===== src/rtl/fp_mul_round_pack_if.sv =====
// Handshake and payload bundle between the multiplier array, the round/pack stage
// and its consumer. master drives operands and out_ready; slave is the stage itself.
interface fp_mul_round_pack_if;
  logic               in_valid;
  logic               in_ready;
  logic               in_sign;
  logic signed [9:0]  in_exp;
  logic [47:0]        in_prod;
  logic [1:0]         in_cls;
  logic               out_valid;
  logic               out_ready;
  logic [31:0]        s;
  logic               overflow;
  logic               underflow;
  logic               inexact;

  modport master (
    output in_valid, in_sign, in_exp, in_prod, in_cls, out_ready,
    input  in_ready, out_valid, s, overflow, underflow, inexact
  );

  modport slave (
    input  in_valid, in_sign, in_exp, in_prod, in_cls, out_ready,
    output in_ready, out_valid, s, overflow, underflow, inexact
  );
endinterface


===== src/rtl/fp_mul_round_pack.sv =====
// Two-stage normalize / round-to-nearest-even / pack for binary32 multiply.
// Define FPMUL_DENORM_EN to build gradual underflow; otherwise tiny results flush to zero.
module fp_mul_round_pack (
  input  logic                      clk,
  input  logic                      rst,
  fp_mul_round_pack_if.slave        bus
);
  localparam int unsigned EW = 10;
  localparam int unsigned MW = 23;
  localparam logic [1:0]  CLS_NORM = 2'b00;
  localparam logic [1:0]  CLS_ZERO = 2'b01;
  localparam logic [1:0]  CLS_INF  = 2'b10;

  logic                 v1, v2, ld1, ld2;
  logic                 sign1, g1, st1, tiny1;
  logic signed [EW-1:0] e1;
  logic [MW-1:0]        m1;
  logic [1:0]           cls1;

  logic [31:0]          s_q;
  logic                 ovf_q, unf_q, inx_q;

  // Stage 2 accepts when empty or draining; stage 1 when empty or moving into stage 2
  assign ld2          = !v2 || bus.out_ready;
  assign ld1          = !v1 || ld2;
  assign bus.in_ready = ld1;
  assign bus.out_valid = v2;
  assign bus.s         = s_q;
  assign bus.overflow  = ovf_q;
  assign bus.underflow = unf_q;
  assign bus.inexact   = inx_q;

  logic signed [EW-1:0] e_n, e_c;
  logic [MW-1:0]        m_n, m_c;
  logic                 g_n, g_c, st_n, st_c, tiny_c;
`ifdef FPMUL_DENORM_EN
  logic [EW-1:0]        sh;
  logic [24:0]          val, mask;
  logic [23:0]          shd;
`endif

  // Stage 1: align product so the leading one is implicit
  always_comb begin
    if (bus.in_prod[47]) begin
      e_n  = bus.in_exp + EW'(1);
      m_n  = bus.in_prod[46:24];
      g_n  = bus.in_prod[23];
      st_n = |bus.in_prod[22:0];
    end else begin
      e_n  = bus.in_exp;
      m_n  = bus.in_prod[45:23];
      g_n  = bus.in_prod[22];
      st_n = |bus.in_prod[21:0];
    end
    tiny_c = e_n[EW-1] || (e_n == '0);
    e_c  = e_n;
    m_c  = m_n;
    g_c  = g_n;
    st_c = st_n;
`ifdef FPMUL_DENORM_EN
    // Denormalize: shift hidden one into the fraction, sticky collects everything lost
    sh   = EW'(1) - e_n;
    val  = {1'b1, m_n, g_n};
    shd  = '0;
    mask = '0;
    if (tiny_c) begin
      e_c = '0;
      if (sh >= EW'(25)) begin
        m_c  = '0;
        g_c  = 1'b0;
        st_c = 1'b1;
      end else begin
        shd  = 24'(val >> sh[4:0]);
        mask = (25'(1) << sh[4:0]) - 25'(1);
        m_c  = shd[23:1];
        g_c  = shd[0];
        st_c = st_n | (|(val & mask));
      end
    end
`endif
  end

  always_ff @(posedge clk or posedge rst) begin
    if (rst) begin
      v1    <= 1'b0;
      sign1 <= 1'b0;
      e1    <= '0;
      m1    <= '0;
      g1    <= 1'b0;
      st1   <= 1'b0;
      tiny1 <= 1'b0;
      cls1  <= CLS_NORM;
    end else if (ld1) begin
      v1    <= bus.in_valid;
      sign1 <= bus.in_sign;
      e1    <= e_c;
      m1    <= m_c;
      g1    <= g_c;
      st1   <= st_c;
      tiny1 <= tiny_c;
      cls1  <= bus.in_cls;
    end
  end

  logic                 up;
  logic [MW:0]          sum;
  logic signed [EW-1:0] e_r;
  logic [31:0]          s_c;
  logic                 ovf_c, unf_c, inx_c;

  // Stage 2: round to nearest even, detect overflow, pack or bypass specials
  always_comb begin
    up    = g1 & (st1 | m1[0]);
    sum   = {1'b0, m1} + {{MW{1'b0}}, up};
    e_r   = sum[MW] ? (e1 + EW'(1)) : e1;
    s_c   = '0;
    ovf_c = 1'b0;
    unf_c = 1'b0;
    inx_c = 1'b0;
    case (cls1)
      CLS_ZERO: s_c = {sign1, 31'b0};
      CLS_INF:  s_c = {sign1, 8'hFF, 23'b0};
      CLS_NORM: begin
        inx_c = g1 | st1;
        if (!e_r[EW-1] && (e_r[8:0] >= 9'd255)) begin
          s_c   = {sign1, 8'hFF, 23'b0};
          ovf_c = 1'b1;
          inx_c = 1'b1;
        end else begin
          s_c = {sign1, e_r[7:0], sum[MW-1:0]};
        end
`ifdef FPMUL_DENORM_EN
        unf_c = tiny1 & inx_c;
`else
        if (tiny1) begin
          s_c   = {sign1, 31'b0};
          ovf_c = 1'b0;
          unf_c = 1'b1;
          inx_c = 1'b1;
        end
`endif
      end
      default:  s_c = 32'h7FC0_0000;
    endcase
  end

  always_ff @(posedge clk or posedge rst) begin
    if (rst) begin
      v2    <= 1'b0;
      s_q   <= '0;
      ovf_q <= 1'b0;
      unf_q <= 1'b0;
      inx_q <= 1'b0;
    end else if (ld2) begin
      v2    <= v1;
      s_q   <= s_c;
      ovf_q <= ovf_c;
      unf_q <= unf_c;
      inx_q <= inx_c;
    end
  end
endmodule

===== src/flat_wrapper.sv =====
// flat-port wrapper written by rule: the top's interface ports become plain ports
module fp_mul_round_pack_flat 
  (clk, rst, bus_in_valid, bus_in_sign, bus_in_exp, bus_in_prod, bus_in_cls, bus_out_ready, bus_in_ready, bus_out_valid, bus_s, bus_overflow, bus_underflow, bus_inexact);
  fp_mul_round_pack_if bus_i ();
  input  logic clk;
  input  logic rst;
  input wire logic [$bits(bus_i.in_valid)-1:0] bus_in_valid;
  input wire logic [$bits(bus_i.in_sign)-1:0] bus_in_sign;
  input wire logic [$bits(bus_i.in_exp)-1:0] bus_in_exp;
  input wire logic [$bits(bus_i.in_prod)-1:0] bus_in_prod;
  input wire logic [$bits(bus_i.in_cls)-1:0] bus_in_cls;
  input wire logic [$bits(bus_i.out_ready)-1:0] bus_out_ready;
  output wire logic [$bits(bus_i.in_ready)-1:0] bus_in_ready;
  output wire logic [$bits(bus_i.out_valid)-1:0] bus_out_valid;
  output wire logic [$bits(bus_i.s)-1:0] bus_s;
  output wire logic [$bits(bus_i.overflow)-1:0] bus_overflow;
  output wire logic [$bits(bus_i.underflow)-1:0] bus_underflow;
  output wire logic [$bits(bus_i.inexact)-1:0] bus_inexact;
  assign bus_i.in_valid = bus_in_valid;
  assign bus_i.in_sign = bus_in_sign;
  assign bus_i.in_exp = bus_in_exp;
  assign bus_i.in_prod = bus_in_prod;
  assign bus_i.in_cls = bus_in_cls;
  assign bus_i.out_ready = bus_out_ready;
  assign bus_in_ready = bus_i.in_ready;
  assign bus_out_valid = bus_i.out_valid;
  assign bus_s = bus_i.s;
  assign bus_overflow = bus_i.overflow;
  assign bus_underflow = bus_i.underflow;
  assign bus_inexact = bus_i.inexact;
  fp_mul_round_pack u_core (.clk(clk), .rst(rst), .bus(bus_i));
endmodule

===== config.mk =====
export PLATFORM = sky130hd
export DESIGN_NAME = fp_mul_round_pack_flat
export DESIGN_NICKNAME = d
export VERILOG_FILES = /design/src/rtl/fp_mul_round_pack_if.sv /design/src/rtl/fp_mul_round_pack.sv /design/src/flat_wrapper.sv
export SDC_FILE = /design/constraint.sdc
export NUM_CORES = 1
export LEC_CHECK = 0
export BUFFER_PORTS_ARGS = -buffer_cell sky130_fd_sc_hd__buf_2
export CORE_MARGIN = 2
export CORE_UTILIZATION = 54
export DETAILED_ROUTE_END_ITERATION = 8
export GPL_ROUTABILITY_DRIVEN = 0
export MAX_ROUTING_LAYER = met4
export PLACE_DENSITY_LB_ADDON = 0.3
export SYNTH_ARGS = -nofsm -noshare
export SYNTH_HDL_FRONTEND = slang
export SYNTH_SLANG_ARGS = --single-unit

===== constraint.sdc =====
create_clock -name clk -period 2.9 [get_ports clk]
set_input_delay 0.435 -clock clk [delete_from_list [all_inputs] [get_ports clk]]
set_output_delay 0.435 -clock clk [all_outputs]
set_load 0.01 [all_outputs]

Word level (Yosys, flattened, before mapping) --
Cells that the tools add are included.
Cells by class: add/subtract/negate cells 3, $mul 0, divide/modulo/power cells 0, order comparisons 1, equality and inequality tests 2, shift operators 0, muxes and demuxes 16, bitwise logic cells 3, reduce and logical (&&, ||, !) cells 11
Operators with widths (number):
- one-hot mux 32 bit (3 select lines) | 1
- two-way mux 31 bit | 2
- adder 23 x 1 -> 24 bit | 1
- two-way mux 23 bit | 1
- OR reduction 23 bit | 1
- OR reduction 22 bit | 1
- adder 10 x 2 -> 10 bit (second input constant) | 2
- two-way mux 10 bit | 2
- zero test 10 bit | 1
- two-way mux 1 bit | 10
- greater-or-equal comparator 9 x 8 -> 1 bit (second input constant) | 1
- zero test 1 bit | 3
- logical OR 1 bit | 3
- == test 2 x 1 -> 1 bit (second input constant) | 1
- == test 2 bit (second input constant) | 1
- zero test 2 bit | 1
- OR 1 bit | 2
- AND 1 bit | 1
- logical AND 1 bit | 1
Word-level totals: flip-flop bits (word level) 76, bits in latches 0, RAM bits 0, memory bits (read-only) 0, output and inout port bits 37, logic and storage cells 49, memories kept 0

Longest topological paths before layout --
Gate-level depths: netlist of run 1.
depth in word-level cells 9, depth in mapped cells 10, mapped depth without buffers 9

Worst setup path after synthesis of run 1 --
No wires, ideal clock.
path kind flip-flop to flip-flop, start point register u_core.m1[11], end point register u_core.s_q[0] (netlist: u_core.bus.s[0]), data arrival time 2.165 ns, required time 2.778 ns, path slack 0.613 ns, cell stages (with the launch flop) 9, buffers on the path 1, clock period less this slack 2.287 ns, path through dfrtp_1 nand3_2 or4_4 nor2_8 mux2i_1 a31oi_2 nand2b_1 buf_4 a32o_1
On the way: cells in the longest elaborated chain, start to end 7, elaborated cells on any way between the ends 8, those cells by class 1 x add/sub; 1 x order compare; 4 x mux; 2 x reduce/logical
RTL lines:
- from (decl) | RTL line fp_mul_round_pack.sv:17 | logic [MW-1:0] m1;
- from (signal assigned) | RTL line fp_mul_round_pack.sv:97 | m1 <= m_c;
- adder 23 x 1 -> 24 bit * | RTL line fp_mul_round_pack.sv:114 | sum = {1'b0, m1} + {{MW{1'b0}}, up};
- two-way mux 10 bit * | RTL line fp_mul_round_pack.sv:115 | e_r = sum[MW] ? (e1 + EW'(1)) : e1;
- greater-or-equal comparator 9 x 8 -> 1 bit or zero test 1 bit (tied branches) | RTL line fp_mul_round_pack.sv:125 | if (!e_r[EW-1] && (e_r[8:0] >= 9'd255)) begin
- logical AND 1 bit * | RTL line fp_mul_round_pack.sv:125
- two-way mux 31 bit * | RTL line fp_mul_round_pack.sv:125
- two-way mux 31 bit * | RTL line fp_mul_round_pack.sv:135 | if (tiny1) begin
- one-hot mux 32 bit (3 select lines) * | RTL line fp_mul_round_pack.sv:120 | case (cls1)
- to (signal assigned) | RTL line fp_mul_round_pack.sv:150 | s_q <= '0;
- to (signal assigned) | RTL line fp_mul_round_pack.sv:156 | s_q <= s_c;
- to (decl) | RTL line fp_mul_round_pack.sv:20 | logic [31:0] s_q;
Every way passes the cells marked *; elsewhere a longest branch is shown, timed or not. A chain may end at the register's enable or synchronous reset.

Final worst setup path of run 1 --
start point register u_core.m1[11], end point register u_core.s_q[1] (netlist: u_core.bus.s[1])
The elaborated chain is that of the path after synthesis.

==> results_dict.tcl, run 1 <==
set metrics [dict create \
    postCtsSetupRepairBufs 0 \
    crit_family "simple AND/OR/NAND/NOR gates" \
    synth_edf_count 0 \
    finalCritPeriodShare_pct 87.0 \
    yosysMostFrequentCell "dfrtp_1" \
    p_leak_nw 2.25 \
    syn_area_per_cell_um2 9.70 \
    layout-drive-gt1-share_pct 29.8 \
    ys_ff_latch 76 \
    startpoint_type "register" \
    vias_per_cell 5.69 \
    rsz0062_at_grt "false" \
    syn-cell-area_mm2 0.00418 \
    placed_area_mm2 0.00478 \
    cp_num_buf_inv 0 \
    synth_area_leaders "dfrtp_1 45%, mux2i_1 6.5%, xor2_1 5.0%" \
    yosysWarnings 0 \
    antenna_found_initial 0 \
    synthArstFlopShare_pct 100 \
    clockBufferDepth 2 \
    die_x_um 92.0 \
    wl_per_cell_um 14.9 \
    first_iter_violations 152 \
    clkSlewWorstSetupHoldPaths_ps 80 \
    cts_inserted_buffers 9 \
    die_area_mm2 0.00846 \
    worstPathArrival_ps 2770 \
    syn_nets 500 \
    yosys.area.top_type "dfrtp_1" \
    cts-htree-levels 3 \
    synthToLayoutAreaGrowth_pct 19.0 \
    die_y_um 92.0 \
    cap_violations 0 \
    cts_tree "built" \
    fin_skew_ps 13.0 \
    vias 3604 \
    hold_violations 0 \
    drc_errors 0 \
    cts_root_buffer "clkbuf_8" \
    yosysTopAreaCellShare_pct 45.5 \
    final_max_slew_viol_count 0 \
    hold_class "in2async" \
    holdBufCountCts 0 \
    slew_headroom_pct 51.7 \
    dp_hpwl_mm 7.23 \
    cp_cell_sequence "nand3_2 > or4_4 > nor2_8 > mux2i_1 > a31oi_2 > nand2b_1 > a32o_1" \
    synth_cells 431 \
    setup_tns_ps 0 \
    critPathKind "reg2reg" \
    initial_core_util_pct 55.0 \
    stdcell_area_mm2 0.00497 \
    nets 595 \
    synthDistinctLibCells 45 \
    io_pins 102 \
    synth_ff_type "dfrtp_1" \
    setup_viol 0 \
    grt_pass1_vias 3295 \
    cp.required_ps 3150 \
    routed_wl_mm 9.41 \
    clock_latency_ps 360 \
    insertedDiodeCount 0 \
    port_buffers 101 \
    cts.repair.resized 0 \
    worst_path_largest_cell_delay_ps 620 \
    grtUsageTotal_pct 24.4 \
    tightest_slew_ps 723 \
    core_area_mm2 0.00761 \
    grt_overflow_total 0 \
    drt_first_pass_iters 4 \
    vdd_drop_max_mv 0.319 \
    cts_sinks 76 \
    slowest_stage "or4_4" \
    yosysSeqAreaShare_pct 45.5 \
    grt_pass1_wl_mm 15.9 \
    ant_nets 0 \
    cp_max_fo 10 \
    min_period_ps 2520 \
    pwr_density_cell_mw_per_mm2 526 \
    status "completed" \
    max_freq_mhz 396 \
    grt_max_degree 65 \
    rows 32 \
    worst_setup_path_end_kind "register" \
    synth.top_cells.by_count "76 x dfrtp_1, 47 x nor2_1, 37 x nand2_1" \
]
[path summary, 6_finish.rpt]
kind | from | endpoint | depth (start not counted) | slack [ps]
min in group clk | bus_in_valid | u_core.v1 | 2 | 280
worst max register to register | u_core.m1[11] | u_core.bus.s[1] | 7 | 380
worst max-delay path | u_core.m1[11] | u_core.bus.s[1] | 7 | 380
max in group asynchronous | rst | u_core.e1[0] | 3 | 2020
worst min register to register | u_core.bus.s[18] | u_core.bus.s[18] | 2 | 480
worst min-delay path | rst | u_core.bus.s[9] | 2 | 190
[logic make-up (layout without fill, tap and decap cells)]
group / after synthesis / count (layout) / synth area share [%]
buffers and inverters: 28 / 128 / 2.96
AND/OR/NAND/NOR: 160 / 160 / 19.9
flip-flops: 76 / 76 / 45.5
XOR/XNOR: 40 / 40 / 8.38
adder cells (fa/ha/maj): 4 / 4 / 1.20
AO/OA/AOI/OAI: 93 / 93 / 14.8
multiplexers: 30 / 30 / 7.27
[registers in the layout (all words and copies together) (netlist names)]
name / count
u_core.e1: 10
u_core.bus.out_valid: 1
u_core.bus.underflow: 1
u_core.m1: 23
u_core.g1: 1
u_core.v1: 1
u_core.st1: 1
u_core.tiny1: 1
u_core.cls1: 2
u_core.bus.s: 32
u_core.bus.inexact: 1
u_core.bus.overflow: 1
u_core.sign1: 1
[per-layer routing]
layer	GRT usage, %	vias to the layer above	routed length (µm)
met1	34.4	1708	4350
met5	-	-	0
met4	10.1	0	227
li1	-	1752	-
met3	3.86	20	544
met2	35.4	124	4280
[through the flow]
step	setup slack (ps)	utilization, %	instances	hold WS [ps]	power [mW]
2_1_floorplan	527	-	431	435	1.64
3_3_place_gp	503	62.9	617	461	1.83
3_5_place_dp	384	62.9	617	461	1.85
4_1_cts	374	65.4	633	207	2.63
5_1_grt	181	65.4	633	233	2.76
6_report	376	65.4	633	186	2.62
[power breakdown]
group	leakage [nW]	internal (mW)	total (mW)	switching (mW)
sequential	0.922	1.17	1.30	0.127
combinational	1.23	0.226	0.526	0.300
clock	0.0927	0.397	0.790	0.393
total	2.25	1.80	2.62	0.820
[final cells by class]
class                   instances  area (µm²)
well taps                     102         128
multi-input cells             327        2160
fillers                       645        2630
clock inverters                 6        63.8
inverters                       5        18.8
clock buffers                  10         128
repair buffers                107         576
flip-flops and latches         76        1900
[cell usage in the layout (no fill, tap or decap), drive strengths merged, types with 2 or more instances in the layout]
cell	instances
ha	4
nand2b	5
inv	6
mux2	3
nor2	48
nand3	16
clkinvlp	2
and3	5
nor3	7
a31oi	11
o21ai	32
nand2	37
buf	107
xnor2	16
xor2	24
a21oi	35
and4	5
nor3b	2
or4	2
a22o	5
nand4	18
clkbuf	10
mux2i	27
a2111oi	2
o22ai	2
nor4	11
clkinv	2
dfrtp	76
nand3b	2
a32o	2
Note: power is estimated with default switching activity, not from simulation.
==> run 2: changes to the inputs <==
--- a/config.mk
+++ b/config.mk
@@ -5,6 +5,7 @@
 export SDC_FILE = /design/constraint.sdc
 export NUM_CORES = 1
 export LEC_CHECK = 0
+export ABC_AREA = 1
 export BUFFER_PORTS_ARGS = -buffer_cell sky130_fd_sc_hd__buf_2
 export CORE_MARGIN = 2
 export CORE_UTILIZATION = 54
==> results_dict.tcl, run 2 <==
set metrics [dict create \
    hold_class "in2async" \
    port_buffers 101 \
    initial_core_util_pct 55.5 \
    vias_per_cell 5.23 \
    cp_max_fo 20 \
    synth_xor_area_share_pct 5.52 \
    synth_cells 537 \
    synth_area_leaders "dfrtp_1 44%, nand2_1 16%, nor2_1 4.4%" \
    rsz0062_at_grt "false" \
    dp.cells 726 \
    dp_hpwl_mm 7.50 \
    worstPathArrival_ps 2570 \
    critPathKind "reg2reg" \
    first_iter_violations 236 \
    clockBufferDepth 2 \
    synthDistinctLibCells 36 \
    fill_cells 668 \
    syn_nets 606 \
    grt_pass1_wl_mm 16.0 \
    die_area_mm2 0.00866 \
    core_area_mm2 0.00773 \
    grtUsageTotal_pct 24.1 \
    internal-power_mw 1.83 \
    hold_violations 0 \
    clock_latency_ps 340 \
    grt_max_degree 43 \
    stdcell_count 742 \
    cts_root_buffer "clkbuf_8" \
    tightest_slew_ps 789 \
    insertedDiodeCount 0 \
    io_pins 102 \
    cts_tree "built" \
    whs_ps 197 \
    holdBufCountCts 0 \
    yosysWarnings 0 \
    cts.repair.resized 0 \
    synth-compound-area-share_pct 10.7 \
    setup_tns_ps 0 \
    rows 32 \
    yosys.area.top_type "dfrtp_1" \
    yosys.area_share.adder_pct 1.17 \
    final_cell_mix "179 x nand2_1, 101 x buf_2, 76 x dfrtp_1" \
    min_period_ps 2350 \
    ys_ff_latch 76 \
    slew_headroom_pct 47.2 \
    clkSlewWorstSetupHoldPaths_ps 70 \
    antenna_found_initial 0 \
    synth_edf_count 0 \
    synth-simple-area-share_pct 31.7 \
    syn_area_per_cell_um2 7.98 \
    switching_share_pct 30.4 \
    reg2reg_depth 15 \
    synth_top_family_by_area "simple AND/OR/NAND/NOR gates" \
    fin_skew_ps 7.13 \
    vdd_drop_max_mv 0.235 \
    startpoint_type "register" \
    pwr_density_cell_mw_per_mm2 523 \
    ant_nets 0 \
    rr_endpoint "u_core.bus.s[9]" \
    p_sw_uw 802 \
    cts_inserted_buffers 9 \
    yosysSeqAreaShare_pct 44.4 \
    grt_pass1_vias 3530 \
    cts_sinks 76 \
    finalCritPeriodShare_pct 81.1 \
    p_leak_nw 2.51 \
    mostFrequentLayoutCell "nand2_1" \
    cp.required_ps 3120 \
    cts-htree-levels 3 \
    rr_startpoint "u_core.st1" \
    synthToLayoutAreaGrowth_pct 17.6 \
    nets 704 \
    synth.top_cells.by_count "179 x nand2_1, 76 x dfrtp_1, 50 x nor2_1" \
    layout-drive-gt1-share_pct 26.9 \
    power.clock.fraction_pct 30.1 \
    p_seq_share_pct 49.2 \
    status "completed" \
    largest_reg_flops 32 \
    wl_per_cell_um 12.8 \
    drc_errors 0 \
    cap_violations 0 \
    yosysMostFrequentCell "nand2_1" \
    final_max_slew_viol_count 0 \
    synth.area.mux_share_pct 0 \
    vias 3881 \
    syn-cell-area_mm2 0.00429 \
    die_y_um 93.1 \
    synthArstFlopShare_pct 100 \
    comb_power_share_pct 20.7 \
    routed_wl_mm 9.48 \
    yosysTopAreaCellShare_pct 44.4 \
    worst_setup_path_end_kind "register" \
    synth_ff_type "dfrtp_1" \
    die_x_um 93.1 \
    grt_overflow_total 0 \
    drt_first_pass_iters 5 \
    max_freq_mhz 425 \
    rrSetupSlack_ps 550 \
    setup_viol 0 \
    postCtsSetupRepairBufs 0 \
]
==> run 2: power by group through the flow <==
stage          logic (mW)  clock network [mW]  registers [mW]
2_1_floorplan       0.347                   0            1.31
3_3_place_gp        0.535                   0            1.31
3_5_place_dp        0.549                   0            1.32
4_1_cts             0.552               0.808            1.30
5_1_grt             0.617               0.857            1.32
6_report            0.546               0.792            1.30
==> run 2: metrics by stage <==
step / total power [mW] / util [%] / instance area (µm²) / setup slack, ps
floorplan: 1.66 / - / 4290 / 527
global placement: 1.84 / 62.6 / 4840 / 654
detailed placement: 1.86 / 62.6 / 4840 / 533
CTS: 2.66 / 65.2 / 5040 / 539
global route: 2.79 / 65.2 / 5040 / 314
finish: 2.64 / 65.2 / 5040 / 549
==> run 2: cell families (layout without fill, tap and decap cells) <==
kind of cell | after synthesis | after routing
buffers and inverters | 58 | 161
xor gates and xnor gates | 27 | 27
and+or+nand+nor | 304 | 304
adders and majority gates | 4 | 4
DFF | 76 | 76
AOI/OAI and AO/OA | 68 | 68
==> run 2: how the worst max path moves through the flow <==
stage	start	endpoint	slack (ps)	cells past startpoint
floorplan	rst	u_core.bus.inexact	530	1
global placement	u_core.st1	u_core.bus.s[9]	650	15
detailed placement	u_core.st1	u_core.bus.s[17]	530	15
CTS	u_core.st1	u_core.bus.s[17]	540	15
global route	u_core.st1	u_core.bus.s[9]	310	15
finish	u_core.st1	u_core.bus.s[9]	550	15
==> run 2: critical path, cell delays in order, from the launching register on <==
cell and delay (ps):
dfrtp_1 380, o21a_1 140, ha_1 150, nand2_1 90
nor2_4 140, nand3_4 140, nor2_8 230, nand3_1 110
nand2_1 110, nand2_1 70, nor2_2 100, nand2_1 60
nand2_2 90, nand2_4 70, nand2_4 270, o21ai_2 80
==> run 2: per-layer routing <==
layer  track usage [%]  routed length [µm]  vias to the layer above
met2              35.9                4330                      152
met5                 -                   0                        -
met1              34.1                4360                     1768
li1                  -                   -                     1945
met3              3.38                 658                       16
met4              8.82                 131                        0
==> run 2: final cells by class <==
cell class / instances / area, µm² / area share, %
inverter: 39 / 146 / 2.90
multi-input combinational: 403 / 2110 / 41.8
sequential: 76 / 1900 / 37.7
clock inverter: 4 / 47.5 / 0.943
timing repair buffer: 106 / 556 / 11.0
tap: 102 / 128 / 2.53
clock buffer: 12 / 155 / 3.08
==> run 3: changes to the inputs <==
==> constraint.sdc (replaced) <==
create_clock -name clk -period 2.4 [get_ports clk]
set_input_delay 0.36 -clock clk [delete_from_list [all_inputs] [get_ports clk]]
set_output_delay 0.36 -clock clk [all_outputs]
set_load 0.01 [all_outputs]
==> results_dict.tcl, run 3 (synthesis results as in run 2) <==
set metrics [dict create \
    vias 4011 \
    rrSetupSlack_ps 40 \
    wl_per_cell_um 14.0 \
    layout-drive-gt1-share_pct 31.1 \
    seq_area_mm2 0.00190 \
    grt_max_degree 40 \
    die_y_um 93.1 \
    io_pins 102 \
    holdBufCountCts 0 \
    hold_violations 0 \
    worstPathArrival_ps 2590 \
    rr_startpoint "u_core.m1[0]" \
    setup_slack_ps 37.4 \
    dp_hpwl_mm 7.63 \
    whs_ps 73.4 \
    max_freq_mhz 423 \
    dp_worst_setup_slack_ps 63.3 \
    setup_viol 0 \
    first_iter_violations 325 \
    final_max_slew_viol_count 0 \
    routed_wl_mm 10.6 \
    cts_sinks 76 \
    cts_tree "built" \
    worst_setup_path_end_kind "register" \
    slew_headroom_pct 17.1 \
    insertedDiodeCount 0 \
    hold_class "in2async" \
    critPathKind "reg2reg" \
    largest_reg_flops 32 \
    stdcell_count 757 \
    grt_overflow_total 0 \
    finalCritPeriodShare_pct 98.4 \
    tightest_slew_ps 1240 \
    grt_pass1_wl_mm 16.5 \
    antenna_found_initial 0 \
    grtUsageTotal_pct 24.7 \
    p_leak_nw 2.61 \
    slowest_stage "dfrtp_1" \
    worst_path_largest_cell_delay_ps 380 \
    reg2reg_depth 16 \
    rows 32 \
    clockBufferDepth 2 \
    ant_nets 0 \
    mostFrequentLayoutCell "nand2_1" \
    cts_root_buffer "clkbuf_8" \
    grt_pass1_vias 3630 \
    min_period_ps 2360 \
    pwr_density_cell_mw_per_mm2 651 \
    synthToLayoutAreaGrowth_pct 24.3 \
    fin_skew_ps 10.4 \
    dp.cells 729 \
    cp_cell_sequence "o21a_1 > ha_2 > nand2_2 > nor2_4 > nand3_4 > nor2_8 > buf_6 > nand3_1 > nand2_2 > nand2_2 > nor2_2 > nand2_2 > nand2_4 > nand2_8 > nand2_8 > o21ai_2" \
    final_cell_mix "169 x nand2_1, 101 x buf_2, 76 x dfrtp_1" \
    multiInputGateArea_mm2 0.00225 \
    die_x_um 93.1 \
    status "completed" \
    cp_common_cell "nand2_2" \
    drt_first_pass_iters 5 \
    nets 720 \
    rr_endpoint "u_core.bus.s[18]" \
    cap_violations 0 \
    cp.required_ps 2630 \
    port_buffers 101 \
    rsz0062_at_grt "true" \
    vias_per_cell 5.30 \
    clkSlewWorstSetupHoldPaths_ps 80 \
    cts_inserted_buffers 9 \
    startpoint_type "register" \
    fill_cells 623 \
    clock_latency_ps 350 \
    vdd_drop_max_mv 0.271 \
    cp_max_fo 9 \
    die_area_mm2 0.00866 \
    initial_core_util_pct 55.5 \
    core_area_mm2 0.00773 \
    drc_errors 0 \
    cts-htree-levels 3 \
]
-- run 3: layout make-up --
type / count / share of cell area [%]
Sequential cell: 76 / 35.7
Tap cell: 102 / 2.40
Clock inverter: 5 / 1.88
Inverter: 39 / 2.75
Timing Repair Buffer: 118 / 12.4
Clock buffer: 10 / 2.58
Multi-Input combinational cell: 407 / 42.3
-- run 3: power breakdown --
part | switching [mW] | internal, mW | total [mW]
clock | 0.444 | 0.710 | 1.15
sequential | 0.144 | 1.43 | 1.57
combinational | 0.454 | 0.289 | 0.743
-- run 3: stage by stage --
stage | power [mW] | utilization (%) | cell area [µm²] | TNS (ps)
after global placement | 2.23 | 62.9 | 4860 | 0
after global routing | 3.63 | 68.9 | 5330 | -2850
after CTS | 3.39 | 66.0 | 5100 | 0
final | 3.47 | 68.9 | 5330 | 0
after detailed placement | 2.26 | 62.9 | 4860 | 0
after floorplan | 2.00 | - | 4290 | 0
-- run 3: metal layers --
metal	GRT usage, %	part of all wire (%)	vias to the layer above	wire length [µm]
li1	-	-	1985	-
met3	2.66	7.5	22	794
met1	34.7	44	1829	4660
met5	-	0	-	0
met2	37.7	46	175	4890
met4	8.82	2.4	0	252
-- run 3: how the worst max path moves through the flow --
stage	slack (ps)	cells after the start	end	start
after floorplan	100	1	u_core.bus.inexact	rst
after global placement	160	15	u_core.bus.s[9]	u_core.st1
after detailed placement	60	15	u_core.bus.s[16]	u_core.st1
after CTS	50	15	u_core.bus.s[16]	u_core.m1[0]
after global routing	-120	16	u_core.bus.s[11]	u_core.m1[0]
final	40	16	u_core.bus.s[18]	u_core.m1[0]
-- run 3: what timing repair did --
| action | CTS | global route |
|---|---|---|
| buffers inserted | 0 | 9 |
| setup endpoints to repair | 0 | 32 |
| resized for setup | 0 | 26 |
-- run 3: critical path: cells and delay by family, from the launching register on --
family	cells	cell delay, ps
compound gates	2	220
fa+ha+maj	1	200
simple gates	12	1300
flops	1	380
buf+inv	1	150
